===== src/rtl/vshift_operand_seq.sv =====
// Operand sequencer for vsrl/vsll/vsra: streams vs2/vs1 beats, replicates scalar/imm, drives shifter.
// Optional VSHIFT_STALL_CNT_EN adds stall_cnt_o (cycles with valid_o & ~ready_i, saturating).
module vshift_operand_seq #(
  parameter int VL_W      = 8,
  parameter int MAX_BEATS = 8
) (
  input  logic              clk_i,
  input  logic              rstn_i,
  input  logic              start_i,
  input  logic [2:0]        vsew_i,
  input  logic [VL_W-1:0]   vl_i,
  input  logic [1:0]        opsel_i,
  input  logic [63:0]       scalar_i,
  input  logic [4:0]        uimm_i,
  input  logic [127:0]      vs2_data_i,
  input  logic [127:0]      vs1_data_i,
  input  logic              src_valid_i,
  output logic              src_ready_o,
  output logic [127:0]      a_o,
  output logic [127:0]      b_o,
  output logic [2:0]        vsew_o,
  output logic [15:0]       be_o,
  output logic              last_o,
  output logic              valid_o,
  input  logic              ready_i,
  output logic              busy_o,
  output logic              done_o,
  output logic              err_o,
`ifdef VSHIFT_STALL_CNT_EN
  output logic [15:0]       stall_cnt_o,
`endif
  output logic              dbg_state_o
);

  localparam int BYTES_W = VL_W + 4;
  localparam int BEAT_W  = $clog2(MAX_BEATS + 1);

  typedef enum logic {IDLE = 1'b0, RUN = 1'b1} state_t;

  // Handshake: a beat transfers on a cycle where valid and ready are both high;
  // valid, once raised, holds its payload stable until that transfer.

  state_t               state_q, state_d;
  logic [2:0]           vsew_q, vsew_d;
  logic [1:0]           opsel_q, opsel_d;
  logic [63:0]          scalar_q, scalar_d;
  logic [4:0]           uimm_q, uimm_d;
  logic [BEAT_W-1:0]    beats_q, beats_d, issued_q, issued_d;
  logic [BYTES_W-1:0]   rem_q, rem_d;
  logic [127:0]         a_q, a_d, b_q, b_d;
  logic [15:0]          be_q, be_d;
  logic                 last_q, last_d, valid_q, valid_d;
  logic                 done_q, done_d, err_q, err_d;

  logic [BYTES_W-1:0]   bytes_calc, beats_calc;
  logic                 src_ready, accept, out_hs;

  function automatic logic [127:0] rep(input logic [63:0] v, input logic [1:0] sew);
    case (sew)
      2'd0:    return {16{v[7:0]}};
      2'd1:    return {8{v[15:0]}};
      2'd2:    return {4{v[31:0]}};
      default: return {2{v}};
    endcase
  endfunction

  assign bytes_calc = {{(BYTES_W-VL_W){1'b0}}, vl_i} << vsew_i[1:0];
  assign beats_calc = (bytes_calc + BYTES_W'(15)) >> 4;
  assign src_ready  = (state_q == RUN) && (issued_q < beats_q) && (!valid_q || ready_i);
  assign accept     = src_ready && src_valid_i;
  assign out_hs     = valid_q && ready_i;

  always_comb begin
    state_d  = state_q;
    vsew_d   = vsew_q;
    opsel_d  = opsel_q;
    scalar_d = scalar_q;
    uimm_d   = uimm_q;
    beats_d  = beats_q;
    issued_d = issued_q;
    rem_d    = rem_q;
    a_d      = a_q;
    b_d      = b_q;
    be_d     = be_q;
    last_d   = last_q;
    valid_d  = valid_q;
    done_d   = 1'b0;
    err_d    = 1'b0;

    if (state_q == IDLE) begin
      if (start_i) begin
        if (vsew_i[2] || (opsel_i == 2'b11) || (beats_calc > BYTES_W'(MAX_BEATS))) begin
          err_d = 1'b1;
        end else if (vl_i == '0) begin
          done_d = 1'b1;
        end else begin
          state_d  = RUN;
          vsew_d   = vsew_i;
          opsel_d  = opsel_i;
          scalar_d = scalar_i;
          uimm_d   = uimm_i;
          beats_d  = beats_calc[BEAT_W-1:0];
          issued_d = '0;
          rem_d    = bytes_calc;
        end
      end
    end else begin
      if (accept) begin
        a_d = vs2_data_i;
        case (opsel_q)
          2'b01:   b_d = rep(scalar_q, vsew_q[1:0]);
          2'b10:   b_d = rep({59'b0, uimm_q}, vsew_q[1:0]);
          default: b_d = vs1_data_i;
        endcase
        be_d     = (rem_q >= BYTES_W'(16)) ? 16'hFFFF : ((16'h1 << rem_q[3:0]) - 16'h1);
        last_d   = (issued_q == beats_q - BEAT_W'(1));
        valid_d  = 1'b1;
        issued_d = issued_q + BEAT_W'(1);
        rem_d    = rem_q - BYTES_W'(16);
      end else if (out_hs) begin
        valid_d = 1'b0;
      end
      // The last beat has no accept alongside it, so valid drops above.
      if (out_hs && last_q) begin
        done_d  = 1'b1;
        state_d = IDLE;
      end
    end
  end

  always_ff @(posedge clk_i or negedge rstn_i) begin
    if (!rstn_i) begin
      state_q  <= IDLE;
      vsew_q   <= '0;
      opsel_q  <= '0;
      scalar_q <= '0;
      uimm_q   <= '0;
      beats_q  <= '0;
      issued_q <= '0;
      rem_q    <= '0;
      a_q      <= '0;
      b_q      <= '0;
      be_q     <= '0;
      last_q   <= 1'b0;
      valid_q  <= 1'b0;
      done_q   <= 1'b0;
      err_q    <= 1'b0;
    end else begin
      state_q  <= state_d;
      vsew_q   <= vsew_d;
      opsel_q  <= opsel_d;
      scalar_q <= scalar_d;
      uimm_q   <= uimm_d;
      beats_q  <= beats_d;
      issued_q <= issued_d;
      rem_q    <= rem_d;
      a_q      <= a_d;
      b_q      <= b_d;
      be_q     <= be_d;
      last_q   <= last_d;
      valid_q  <= valid_d;
      done_q   <= done_d;
      err_q    <= err_d;
    end
  end

`ifdef VSHIFT_STALL_CNT_EN
  logic [15:0] stall_q, stall_d;

  always_comb begin
    stall_d = stall_q;
    if (state_q == IDLE && start_i) begin
      stall_d = '0;
    end else if (valid_q && !ready_i && stall_q != 16'hFFFF) begin
      stall_d = stall_q + 16'd1;
    end
  end

  always_ff @(posedge clk_i or negedge rstn_i) begin
    if (!rstn_i) stall_q <= '0;
    else         stall_q <= stall_d;
  end

  assign stall_cnt_o = stall_q;
`endif

  assign src_ready_o = src_ready;
  assign a_o         = a_q;
  assign b_o         = b_q;
  assign vsew_o      = vsew_q;
  assign be_o        = be_q;
  assign last_o      = last_q;
  assign valid_o     = valid_q;
  assign busy_o      = (state_q == RUN) || valid_q;
  assign done_o      = done_q;
  assign err_o       = err_q;
  assign dbg_state_o = state_q;

endmodule


===== config.mk =====
export PLATFORM = sky130hd
export DESIGN_NAME = vshift_operand_seq
export DESIGN_NICKNAME = d
export VERILOG_FILES = /design/src/rtl/vshift_operand_seq.sv
export SDC_FILE = /design/constraint.sdc
export NUM_CORES = 1
export LEC_CHECK = 0
export ABC_AREA = 1
export CAP_MARGIN = 20
export CELL_PAD_IN_SITES_DETAIL_PLACEMENT = 1
export CELL_PAD_IN_SITES_GLOBAL_PLACEMENT = 2
export CORE_ASPECT_RATIO = 1.1
export CORE_UTILIZATION = 22
export CTS_CLUSTER_SIZE = 40
export DETAILED_ROUTE_END_ITERATION = 10
export PLACE_DENSITY_LB_ADDON = 0.1
export SLEW_MARGIN = 20
export SYNTH_ARGS = -nofsm -noshare
export SYNTH_HDL_FRONTEND = slang
export SYNTH_SLANG_ARGS = --single-unit

===== constraint.sdc =====
create_clock -name clk_i -period 2 [get_ports clk_i]
set_input_delay 0.3 -clock clk_i [delete_from_list [all_inputs] [get_ports clk_i]]
set_output_delay 0.3 -clock clk_i [all_outputs]
set_load 0.02 [all_outputs]

Yosys cells after proc, flatten, opt, wreduce, memory -nomap -nowiden
Index checks and enable logic that the tools add are counted.
Storage, ports and cells
  bits in registers: 371
  bits in latches: 0
  memory bits (writable): 0
  bits in read-only memories: 0
  word-level logic and storage cells: 84
  memories: 0
Operators by class
  add/subtract/negate cells: 5
  multipliers: 0
  divide/modulo/power cells: 0
  $lt $le $gt $ge: 3
  eq/ne operators: 9
  shifts and indexed selects: 2
  muxes and demuxes: 29
  bitwise logic cells: 3
  reduce and logical (&&, ||, !) cells: 18
Operators with widths (number)
  $pmux 128 s3: 1
  $pmux 125 s3: 1
  $pmux 128 s2: 1
  $mux 12: 5
  $mux 4: 5
  $mux 16: 1
  $shl 1x4->16 const A: 1
  $sub 16x1->16 const B: 1
  $mux 1: 15
  $add 12x4->12 const B: 1
  $ge 12x5->1 const B: 1
  $shl 8x2->12: 1
  $sub 12x5->12 const B: 1
  $gt 8x4->1 const B: 1
  $logic_not 8->1: 1
  $reduce_and 4->1: 2
  $eq 2x2->1 const B: 3
  $logic_and 1x1->1: 5
  $add 4x1->4 const B: 1
  $eq 2x1->1 const B: 2
  $eq 4x4->1: 1
  $logic_or 1x1->1: 4
  $lt 4x4->1: 1
  $ne 2x2->1 const B: 2
  other kinds (7): 11

Depth between registers and ports, before layout
  word-level depth: 7
  depth in mapped cells: 19

Worst setup path before layout
Ideal clock, no wire load.
  kind: reg-to-reg
  from: register issued_q[1]
  to: register b_q[100] (netlist: b_o[100])
  setup time: 141 ps
  arrival time: 2015 ps
  required time: 1859 ps
  slack: -156 ps
  cell stages (with the launch flop): 11
  path buffers: 3
  clock period less this slack: 2156 ps
  cells stage by stage: dfrtp_1 > ha_1 > a21oi_1 > nor2_1 > o21ai_0 > nand2_1 > nor2_1 > buf_2 > clkbuf_1 > clkbuf_1 > a31oi_1
Between the ends
  cells in the longest elaborated chain, start to end: 5
Ends and longest elaborated chain
  from (decl): RTL line 48  | logic [BEAT_W-1:0] beats_q, beats_d, issued_q, issued_d;
  from (signal assigned): RTL line 155  | issued_q <= issued_d;
  $lt 4x4->1: RTL line 69  | assign src_ready = (state_q == RUN) && (issued_q < beats_q) && (!valid_q || ready_i);
  $logic_and 1x1->1 (2 in a row): RTL line 69
  $logic_and 1x1->1: RTL line 70  | assign accept = src_ready && src_valid_i;
  $reduce_and 2->1 (no line)
  to (signal assigned): RTL line 142  | b_q <= '0;
  to (signal assigned): RTL line 158  | b_q <= b_d;
  to (decl): RTL line 50  | logic [127:0] a_q, a_d, b_q, b_d;
No other way between the ends.
A chain may end at the register's enable or synchronous reset.

Final worst setup path
  from: register beats_q[1]
  to: register b_q[10] (netlist: b_o[10])
Between the ends
  cells in the longest elaborated chain, start to end: 5
Ends and longest elaborated chain
  from (decl): RTL line 48
  from (signal assigned): RTL line 154  | beats_q <= beats_d;
  $lt 4x4->1: RTL line 69
  $logic_and 1x1->1 (2 in a row): RTL line 69
  $logic_and 1x1->1: RTL line 70
  $reduce_and 2->1 (no line)
No other way between the ends.

==> impl_table.tex <==
\begin{tabular}{lr}
\hline
Metric & Value \\
\hline
\multicolumn{2}{l}{\textbf{Yosys}} \\
\quad Average instance area after synthesis & 8.10 sq um \\
\quad Count of distinct cell types in the synthesized netlist & 40 \\
\quad Flop and latch count out of synthesis & 371 \\
\quad Synthesized instance count & 2098 \\
\quad Netlist area before placement & 17000 sq um \\
\quad Yosys warnings & 0 \\
\quad Post-synthesis sequential area ratio & 0.546 \\
\quad Post-synthesis net count & 2452 \\
\multicolumn{2}{l}{\textbf{Worst setup path}} \\
\quad Setup slack on the worst flop-to-flop path & -270 ps \\
\quad Startpoint of the most critical register-to-register path & beats\_q[1] \\
\quad Class of the most critical setup path & flip-flop to flip-flop \\
\quad Required time at the endpoint of the critical path & 2460 ps \\
\quad Reg2Reg Capture Point & b\_o[10] \\
\quad Critical Path Fanout Max & 6 \\
\quad Data arrival, critical path & 2730 ps \\
\quad Worst-case reg-to-reg path depth & 14 \\
\quad Worst setup SP type & flip-flop \\
\quad Sort of element at the end of the critical path & flip-flop \\
\multicolumn{2}{l}{\textbf{Power}} \\
\quad Overall power after layout & 52800 uW \\
\quad Leakage component of the power & 0.0134 uW \\
\quad Peak supply drop & 0.739 mV \\
\quad Cell Pwr Density & 1810 nW/um\^{}2 \\
\multicolumn{2}{l}{\textbf{Floorplanning}} \\
\quad Area of the core & 76300 sq um \\
\quad Overall die width & 267 um \\
\quad Floorplan die area & 78400 sq um \\
\quad Effective utilization at floorplan & 0.223 \\
\quad Count of pins on the block boundary & 625 \\
\quad Vert. Die Dim & 293 um \\
\quad Count of standard-cell rows & 106 \\
\multicolumn{2}{l}{\textbf{Cells and area}} \\
\quad Most frequent cells in the layout & sky130\_fd\_sc\_hd\_\_nand2\_1, sky130\_fd\_sc\_hd\_\_clkdlybuf4s50\_1, sky130\_fd\_sc\_hd\_\_dfrtp\_1, sky130\_fd\_sc\_hd\_\_nor2\_1, sky130\_fd\_sc\_hd\_\_buf\_4 \\
\quad Fillcell total & 8769 \\
\quad Area growth from synthesis to final layout & 71.1\% \\
\quad Final cell count without fillers & 3952 \\
\quad Final nets & 3232 \\
\quad Most frequent standard cell in the layout excluding fill and tap cells & sky130\_fd\_sc\_hd\_\_nand2\_1 \\
\quad Fraction of final layout cells with drive strength greater than 1 & 0.159 \\
\multicolumn{2}{l}{\textbf{Routing}} \\
\quad Detailed-routing iteration count for the pre-antenna-repair pass & 5 \\
\quad Mean routed wirelength per cell & 22.2 um \\
\quad Via/cell ratio & 4.52 \\
\quad Vias & 17900 \\
\quad Number of nets with antenna violations after detailed routing & 0 \\
\quad DRC Markers & 0 \\
\quad Total routed wirelength & 87600 um \\
\quad Initial DRC count & 713 \\
\multicolumn{2}{l}{\textbf{Timing}} \\
\quad Min Hold Slack & 238 ps \\
\quad Final critical-path setup slack & -271 ps \\
\quad Number of max-slew violations in the final report & 0 \\
\quad Relative max-transition margin & 0.541 \\
\quad Final clock skew & 27.3 ps \\
\quad Worst-margin pin slew & 682 ps \\
\quad Final period util & 1.14 \\
\quad Final Setup Violations & 291 \\
\quad Unrepaired setup endpoints after global routing & yes \\
\quad Period minus WS final & 2270 ps \\
\quad Hold violation count in the final report & 0 \\
\quad F\_max & 440 MHz \\
\multicolumn{2}{l}{\textbf{GRT}} \\
\quad GRT overflow & 0 \\
\quad Largest net degree at the start of global routing & 81 \\
\quad Antenna violations before repair & 24 \\
\quad Global-route wire length before repair & 125000 um \\
\quad Via count of the first global-routing pass & 19000 \\
\quad Total routing usage reported by global routing & 0.215 \\
\multicolumn{2}{l}{\textbf{Run status}} \\
\quad Status & finished, violations left \\
\quad Violated checks & negative setup slack \\
\multicolumn{2}{l}{\textbf{CTS}} \\
\quad CTS root buf & sky130\_fd\_sc\_hd\_\_clkbuf\_16 \\
\quad TritonCTS Buffers & 47 \\
\quad CTS Buffer Depth & 3 \\
\quad CTS HTree Levels & 2 \\
\quad Clock slew at reported path FFs & 60 ps \\
\quad Skew-Pair Late Insertion Delay & 590 ps \\
\quad Clock tree from TritonCTS & done \\
\quad Number of clock sinks & 371 \\
\multicolumn{2}{l}{\textbf{Placed design}} \\
\quad Routability congestion estimate & 0.818 \\
\quad Number of buffer cells added on primary ports & 624 \\
\quad Cell count after placement & 3802 \\
\quad Post-detail-place hpwl & 64600 um \\
\multicolumn{2}{l}{\textbf{Job}} \\
\quad Count of max-cap constraint violations & 0 \\
\multicolumn{2}{l}{\textbf{Hold path}} \\
\quad Worst min-delay path category & input pin to async pin \\
\hline
\end{tabular}
[cell type report]
cell class | count | area [sq um] | area share
sequential | 371 | 9280 | 0.319
timing repair buffer | 862 | 9240 | 0.318
multi-input combinational | 1514 | 7250 | 0.249
clock buffer | 67 | 1400 | 0.0482
tap | 1026 | 1280 | 0.0441
inverter | 79 | 325 | 0.0112
clock inverter | 18 | 221 | 0.00762
timing repair inverter | 3 | 36.3 | 0.00125
antenna | 12 | 30.0 | 0.00103
[worst max-delay path, stage by stage, from the launching register on]
cell                        delay, ps
sky130_fd_sc_hd__dfrtp_1          390
sky130_fd_sc_hd__inv_2             80
sky130_fd_sc_hd__ha_4             200
sky130_fd_sc_hd__a21oi_2          140
sky130_fd_sc_hd__nor2_1            50
sky130_fd_sc_hd__o21ai_1          140
sky130_fd_sc_hd__nand2_1          110
sky130_fd_sc_hd__buf_6            130
sky130_fd_sc_hd__nor2_4           130
sky130_fd_sc_hd__buf_12           160
sky130_fd_sc_hd__buf_16           180
sky130_fd_sc_hd__clkinv_16        100
sky130_fd_sc_hd__buf_12           150
sky130_fd_sc_hd__a21oi_4          120
sky130_fd_sc_hd__a21oi_2           60
[sequential cells by signal, indices dropped and copies added, names as in the netlist, 2 cells and up]
register	count
b_o	128
a_o	128
vsew_o	3
uimm_q	5
scalar_q	64
rem_q	12
be_o	16
beats_q	4
issued_q	4
opsel_q	2
[cells by family (layout without fill, tap and decap cells)]
| kind of cell | after synthesis | after routing | share of synthesized area |
|---|---|---|---|
| other | 0 | 12 | 0 |
| flip-flops | 371 | 371 | 0.546 |
| buffers and inverters | 213 | 1029 | 0.0568 |
| AND/OR/NAND/NOR | 1194 | 1194 | 0.284 |
| XOR/XNOR | 10 | 10 | 0.00515 |
| AO/OA/AOI/OAI | 299 | 299 | 0.0998 |
| adder cells (fa/ha/maj) | 11 | 11 | 0.00810 |
[power breakdown]
group	leakage, uW	total (uW)	internal [uW]	switching [uW]
logic	0.00806	29800	13200	16700
clock network	0.000811	9030	5490	3540
registers	0.00450	13900	11300	2590
[metal layers]
| layer | track usage | routed length, um |
|---|---|---|
| met5 | 0 | 116 |
| met4 | 0.0746 | 2840 |
| met3 | 0.0487 | 4690 |
| met2 | 0.383 | 44900 |
| met1 | 0.251 | 35100 |
[cell usage after synthesis, drive strengths merged]
cell,number,area (sq um)
dfrtp,371,9280
o22ai,6,37.5
o221ai,5,43.8
nor3,8,40.0
inv,76,285
a221oi,4,35.0
buf,39,312
a41oi,1,8.76
o21ai,89,445
clkinv,3,11.3
a21oi,84,420
or2,1,6.26
nor4,3,18.8
a31oi,100,626
o311ai,1,8.76
ha,11,138
nand3,39,205
nor2,233,913
xnor2,5,43.8
and3,1,6.26
clkbuf,95,357
nand2,826,3120
o41ai,1,8.76
xor2,5,43.8
nand4,83,519
o32ai,1,8.76
o211ai,4,30.0
o21bai,1,7.51
o21a,1,7.51
a21boi,1,7.51
[stage by stage]
stage | util | setup TNS (ps) | setup slack [ps] | instance area, sq um
3_3_place_gp | 0.338 | -125310 | -743 | 25800
3_5_place_dp | 0.338 | -141710 | -842 | 25800
2_1_floorplan | - | 0 | 4.02 | 17000
4_1_cts | 0.370 | -89030 | -318 | 28200
5_1_grt | 0.381 | -95310 | -414 | 29100
6_report | 0.381 | -52770 | -271 | 29100
[worst max path at each step]
stage,startpoint,to,depth (start not counted)
floorplan,issued_q[1],b_o[68],11
global route,beats_q[1],b_o[10],14
CTS,issued_q[1],b_o[35],13
detailed placement,vsew_i[0],scalar_q[41],15
global placement,vsew_i[0],scalar_q[40],17
finish,beats_q[1],b_o[10],14
[what timing repair did]
item                                   CTS  global route
cloned                                  13            16
hold buffers                             2             0
endpoints found under the hold margin   26             0
setup buffers                           16            12
gates resized for setup                 78           157
pin swaps                                9            14
setup endpoints to repair              382           385
Note: power is estimated with default switching activity, not from simulation.
==> variant 1 (config.mk and constraints unchanged) <==
`VL_W`: 8 -> 12.
--- a/src/rtl/vshift_operand_seq.sv
+++ b/src/rtl/vshift_operand_seq.sv
@@ -1,7 +1,7 @@
 // Operand sequencer for vsrl/vsll/vsra: streams vs2/vs1 beats, replicates scalar/imm, drives shifter.
 // Optional VSHIFT_STALL_CNT_EN adds stall_cnt_o (cycles with valid_o & ~ready_i, saturating).
 module vshift_operand_seq #(
-  parameter int VL_W      = 8,
+  parameter int VL_W      = 12,
   parameter int MAX_BEATS = 8
 ) (
   input  logic              clk_i,
Interface: changed (resized vl_i); port bits go from 625 to 629. The function was not compared with the original's and may differ.
==> variant 1 against the original RTL <==
The run still ends with negative setup slack left; setup slack improved by 0.035 ns; power is 31% lower; sequential cell count grew 4; global-route usage increased by 1.0 points; routed wire length is 8.9% higher; area after synthesis up 2.7%; final area is 13% higher; hold slack lost 0.058 ns.
==> variant 1: results (changes against the original RTL) <==
[sta]
worst_slack_ns = -0.236  ; +0.0352 ns
fin_tns_setup_ns = -39.41  ; +13.36 ns
fin_worst_skew_ns = 0.0414  ; +0.0141 ns
setup_viol = 274  ; -5.8%
relSlewSlack = 0.405  ; -0.136

[drt]
vias_per_cell = 4.55  ; +0.65%
met1Wirelength_um = 38700  ; +10%
wl_met2_um = 49100  ; +9.3%
vias = 18800  ; +5.0%
drt_pass1_iterations = 4  ; -1
wl_met3_um = 4700  ; +0.15%
routedWlPerCell_um = 23.1  ; +4.4%
drt_iter0_drc = 792  ; +11%

[clocking]
clock_path_buffers = 3  ; unchanged
cts-root-buf = clkbuf_16
cts_made_buffers = 48  ; +2.1%

[status]
status = complete, but fails checks
violations = negative setup slack

[yosys]
syn_area_per_cell_sq_um = 7.99  ; -1.3%
yosys-top-cells-area = dfrtp_1, nand2_1, nor2_1
ys_seq_area_frac = 0.538  ; -0.00864
synth_nets = 2541  ; +3.6%
synth_cell_types = 42  ; +5.0%
synth_commonest_cells = nand2_1, dfrtp_1, nor2_1

[global_routing]
use_met1 = 0.266  ; +0.0151
grt_max_degree = 95  ; +17%
grt_pass1_vias = 20100  ; +5.9%
grtUsageMet2 = 0.402  ; +0.0191
grt_pass1_wl_um = 136000  ; +8.5%
grt_use_total = 0.225  ; +0.00998
globalRouteMet3Util = 0.0511  ; +0.00241
antenna_found_initial = 21  ; -13%

[placed_design]
gp_congestion = 0.812  ; -0.71%
place_hpwl_um = 67900  ; +5.1%
dpl_worst_slack_ns = -0.942  ; -0.100 ns
io_buffers = 628  ; +0.64%
placed_area_sq_um = 26300  ; +2.2%
dpl.cell_count = 3917  ; +3.0%

[final_layout]
multi_input_cells = 1541  ; +1.8%
n_antenna_cell = 9  ; -3
clk_share = 0.0471  ; -0.00872
buffers = 930  ; +7.9%
syn2layout_area_growth_pct = 88.6
finalNetCount = 3403  ; +5.3%
drive_gt1_frac = 0.295  ; +0.136
buf_share = 0.321  ; +0.00340
inv_count = 149  ; +82%
multi_input_area_sq_um = 9490  ; +31%
seq_cells = 375  ; +1.1%
num-fill-cells = 8787  ; +0.21%
regArea_sq_um = 9390  ; +1.1%
nClkBuffers = 70  ; +4.5%

[critical_path]
worst_ep_arrival_time_ns = 2.70  ; -0.03 ns
slowest_delay_ns = 0.44  ; +0.05 ns

[power]
vdd_drop_max_mv = 0.665  ; -9.9%
p_leak_nw = 16.0  ; +20%

[worst_hold_path]
hold_class = input pin to async pin

variant 1: cell count changes after synthesis, sizes merged, moves of 3 or more:
| cell | delta |
|---|---|
| o21ai | +77 |
| nand4 | -75 |
| inv | +70 |
| nand3 | +40 |
| nand2 | -32 |
| a21oi | +21 |
| buf | -11 |
| a31oi | -7 |
| a221oi | -4 |
| clkbuf | -4 |
| dfrtp | +4 |
| nor4 | +3 |
| o211ai | -3 |
| o221ai | +3 |
variant 1: timing repair:
item | 4_1_cts | 5_1_grt
gates resized for setup | 404 | 498
buffers inserted | 51 | 27
hold buffers | 1 | 0
setup endpoints to repair | 375 | 413
cloned | 46 | 23
endpoints found under the hold margin | 206 | 0
pin swaps | 39 | 70
variant 1: power breakdown:
| group | switching, mW | internal [mW] |
|---|---|---|
| logic | 8.35 | 7.46 |
| registers | 1.76 | 9.95 |
| clock network | 3.66 | 5.16 |
| total | 13.8 | 22.6 |
variant 1: path summary, 6_finish.rpt:
path | to | slack, ns | depth (start not counted) | startpoint
max | a_o[7] | -0.24 | 14 | issued_q[1]
min | b_o[50] | 0.18 | 2 | rstn_i
min reg2reg | a_o[84] | 0.48 | 2 | a_o[84]
max in group asynchronous | a_o[74] | 1.02 | 3 | rstn_i
max reg2reg | a_o[7] | -0.24 | 14 | issued_q[1]
min in group clk_i | a_o[3] | 0.24 | 3 | vs2_data_i[3]
variant 1: logic make-up (layout without fill, tap and decap cells):
logic type	count (synthesis)	count (layout)	synth area share
other	0	9	0
adders and majority gates	11	11	0.00789
and+or+nand+nor	1133	1133	0.260
AOI/OAI and AO/OA	384	384	0.123
DFF	375	375	0.538
buffers and inverters	267	1163	0.0650
xor gates and xnor gates	13	13	0.00652
==> variant 2 (config.mk and constraints unchanged) <==
Without the edit above. Put one more register stage on the output `err_o`, with the module's reset. The value now appears one clock later. The other outputs are not delayed to match.
--- a/src/rtl/vshift_operand_seq.sv
+++ b/src/rtl/vshift_operand_seq.sv
@@ -193,7 +193,13 @@
   assign valid_o     = valid_q;
   assign busy_o      = (state_q == RUN) || valid_q;
   assign done_o      = done_q;
-  assign err_o       = err_q;
+  always_ff @(posedge clk_i or negedge rstn_i) begin
+    if (!rstn_i) begin
+      err_o <= '0;
+    end else begin
+      err_o <= err_q;
+    end
+  end
   assign dbg_state_o = state_q;
 
 endmodule
Formal check against the unedited RTL: not equivalent (Yosys sat finds a counterexample within 4 cycles, from zero or initial values and one cycle with rstn_i low).
==> variant 2 against the original RTL <==
The flow still finishes with violations (negative setup slack); final area rose by 7.0%; power rose by 9.7%; setup slack improved by 0.079 ns; synthesized cell count barely moved; die area rose by 0.15%; sequential cell count rose by 1; area after synthesis rose by 0.15%; routed wire length rose by 5.0%; first-iteration DRC count rose by 24%.
==> variant 2: results (changes against the original RTL) <==
[critical_path]
worst_ep_arrival_time_ns = 2.64  ; -0.09 ns
rr_endpoint = be_o[11]
cp_max_fo = 7  ; +1

[global_routing]
antenna_found_initial = 33  ; +38%
globalRouteMet3Util = 0.0510  ; +0.00227
grtUsageMet2 = 0.402  ; +0.0186
grt_pass1_vias = 19900  ; +4.9%
grt_pass1_wl_um = 134000  ; +6.6%
grt_use_total = 0.230  ; +0.0153
use_met1 = 0.272  ; +0.0214
grt_max_degree = 70  ; -14%

[drt]
drt_iter0_drc = 885  ; +24%
wl_met3_um = 4510  ; -3.9%
wl_met2_um = 47600  ; +5.9%
routedWlPerCell_um = 23.0  ; +3.5%
drt_pass1_iterations = 4  ; -1
met1Wirelength_um = 37200  ; +6.2%
vias_per_cell = 4.56  ; +0.89%

[worst_hold_path]
min_to = err_q
hold_class = input pin to register

[clocking]
clock_path_buffers = 3  ; unchanged
cts_made_buffers = 49  ; +4.3%
cts_sinks = 372  ; +0.27%

[yosys]
synthAdderAreaFrac = 0.00809  ; -0.0000119
synth_commonest_cells = nand2_1, dfrtp_1, nor2_1
synth_compound_area_frac = 0.0996  ; -0.000147
synth_edf_count = 0  ; unchanged
synth_xor_area_frac = 0.00515  ; -0.00000758
yosys-top-cells-area = dfrtp_1, nand2_1, nor2_1
syn_area_per_cell_sq_um = 8.11  ; about the same
synth_nets = 2453  ; +0.041%

[status]
violations = negative setup slack
status = complete, but fails checks

[placed_design]
io_buffers = 624  ; unchanged
place_hpwl_um = 64300  ; -0.59%
gp_congestion = 0.823  ; +0.65%
dpl.cell_count = 3796  ; -0.16%

[final_layout]
multi_input_area_sq_um = 8290  ; +14%
n_antenna_cell = 23  ; +11
layout.cells.non_filler = 4008  ; +1.4%
clk_share = 0.0500  ; -0.00577
finalNetCount = 3278  ; +1.4%
buf_share = 0.330  ; +0.0117
nClkBuffers = 74  ; +10%
drive_gt1_frac = 0.230  ; +0.0713
regArea_sq_um = 9310  ; +0.28%
buffers = 905  ; +5.0%

[sta]
setup_viol = 271  ; -6.9%
fin_worst_skew_ns = 0.0334  ; +0.00608 ns
worst_slack_ns = -0.191  ; +0.0793 ns

[power]
p_leak_nw = 14.1  ; +5.4%

-- variant 2: changes by cell type after synthesis --
cell	delta
dfrtp_1	+1
-- variant 2: cells by family after synthesis --
| kind of cell | count (synthesis) |
|---|---|
| AOI/OAI and AO/OA | 299 |
| and+or+nand+nor | 1194 |
| xor gates and xnor gates | 10 |
| adders and majority gates | 11 |
| DFF | 372 |
| buffers and inverters | 213 |
-- variant 2: worst max-delay path by stage --
| stage | from | to | slack, ns | cells past startpoint |
|---|---|---|---|---|
| floorplan | issued_q[1] | b_o[68] | 0.004 | 11 |
| global placement | vsew_i[0] | vsew_o[0] | -0.76 | 17 |
| detailed placement | vsew_i[0] | vsew_o[0] | -0.80 | 16 |
| CTS | beats_q[1] | src_ready_o | -0.29 | 8 |
| global route | beats_q[1] | a_o[10] | -0.31 | 14 |
| finish | beats_q[1] | be_o[11] | -0.19 | 14 |
-- variant 2: report_power, final --
part	leakage [nW]	internal, mW	switching [mW]
Clock	0.769	5.16	3.69
Combinational	8.82	16.3	18.6
Sequential	4.51	11.3	2.82
Total	14.1	32.8	25.1
-- variant 2: per-stage QoR --
step	instance area (sq um)	hold slack (ns)	setup slack [ns]	TNS, ns
3_3_place_gp	25700	0.212	-0.763	-125.55
4_1_cts	30400	0.0626	-0.285	-53.41
3_5_place_dp	25700	0.213	-0.801	-133.17
5_1_grt	31100	0.101	-0.308	-55.89
2_1_floorplan	17000	0.00441	0.00402	0
6_report	31100	0.0952	-0.191	-22.04
-- variant 2: what timing repair did --
action / CTS / global route
endpoints found under the setup margin: 382 / 385
hold buffers: 1 / 0
cloned: 56 / 2
endpoints found under the hold margin: 153 / 0
pin swaps: 68 / 27
buffers inserted: 51 / 14
resized for setup: 371 / 208
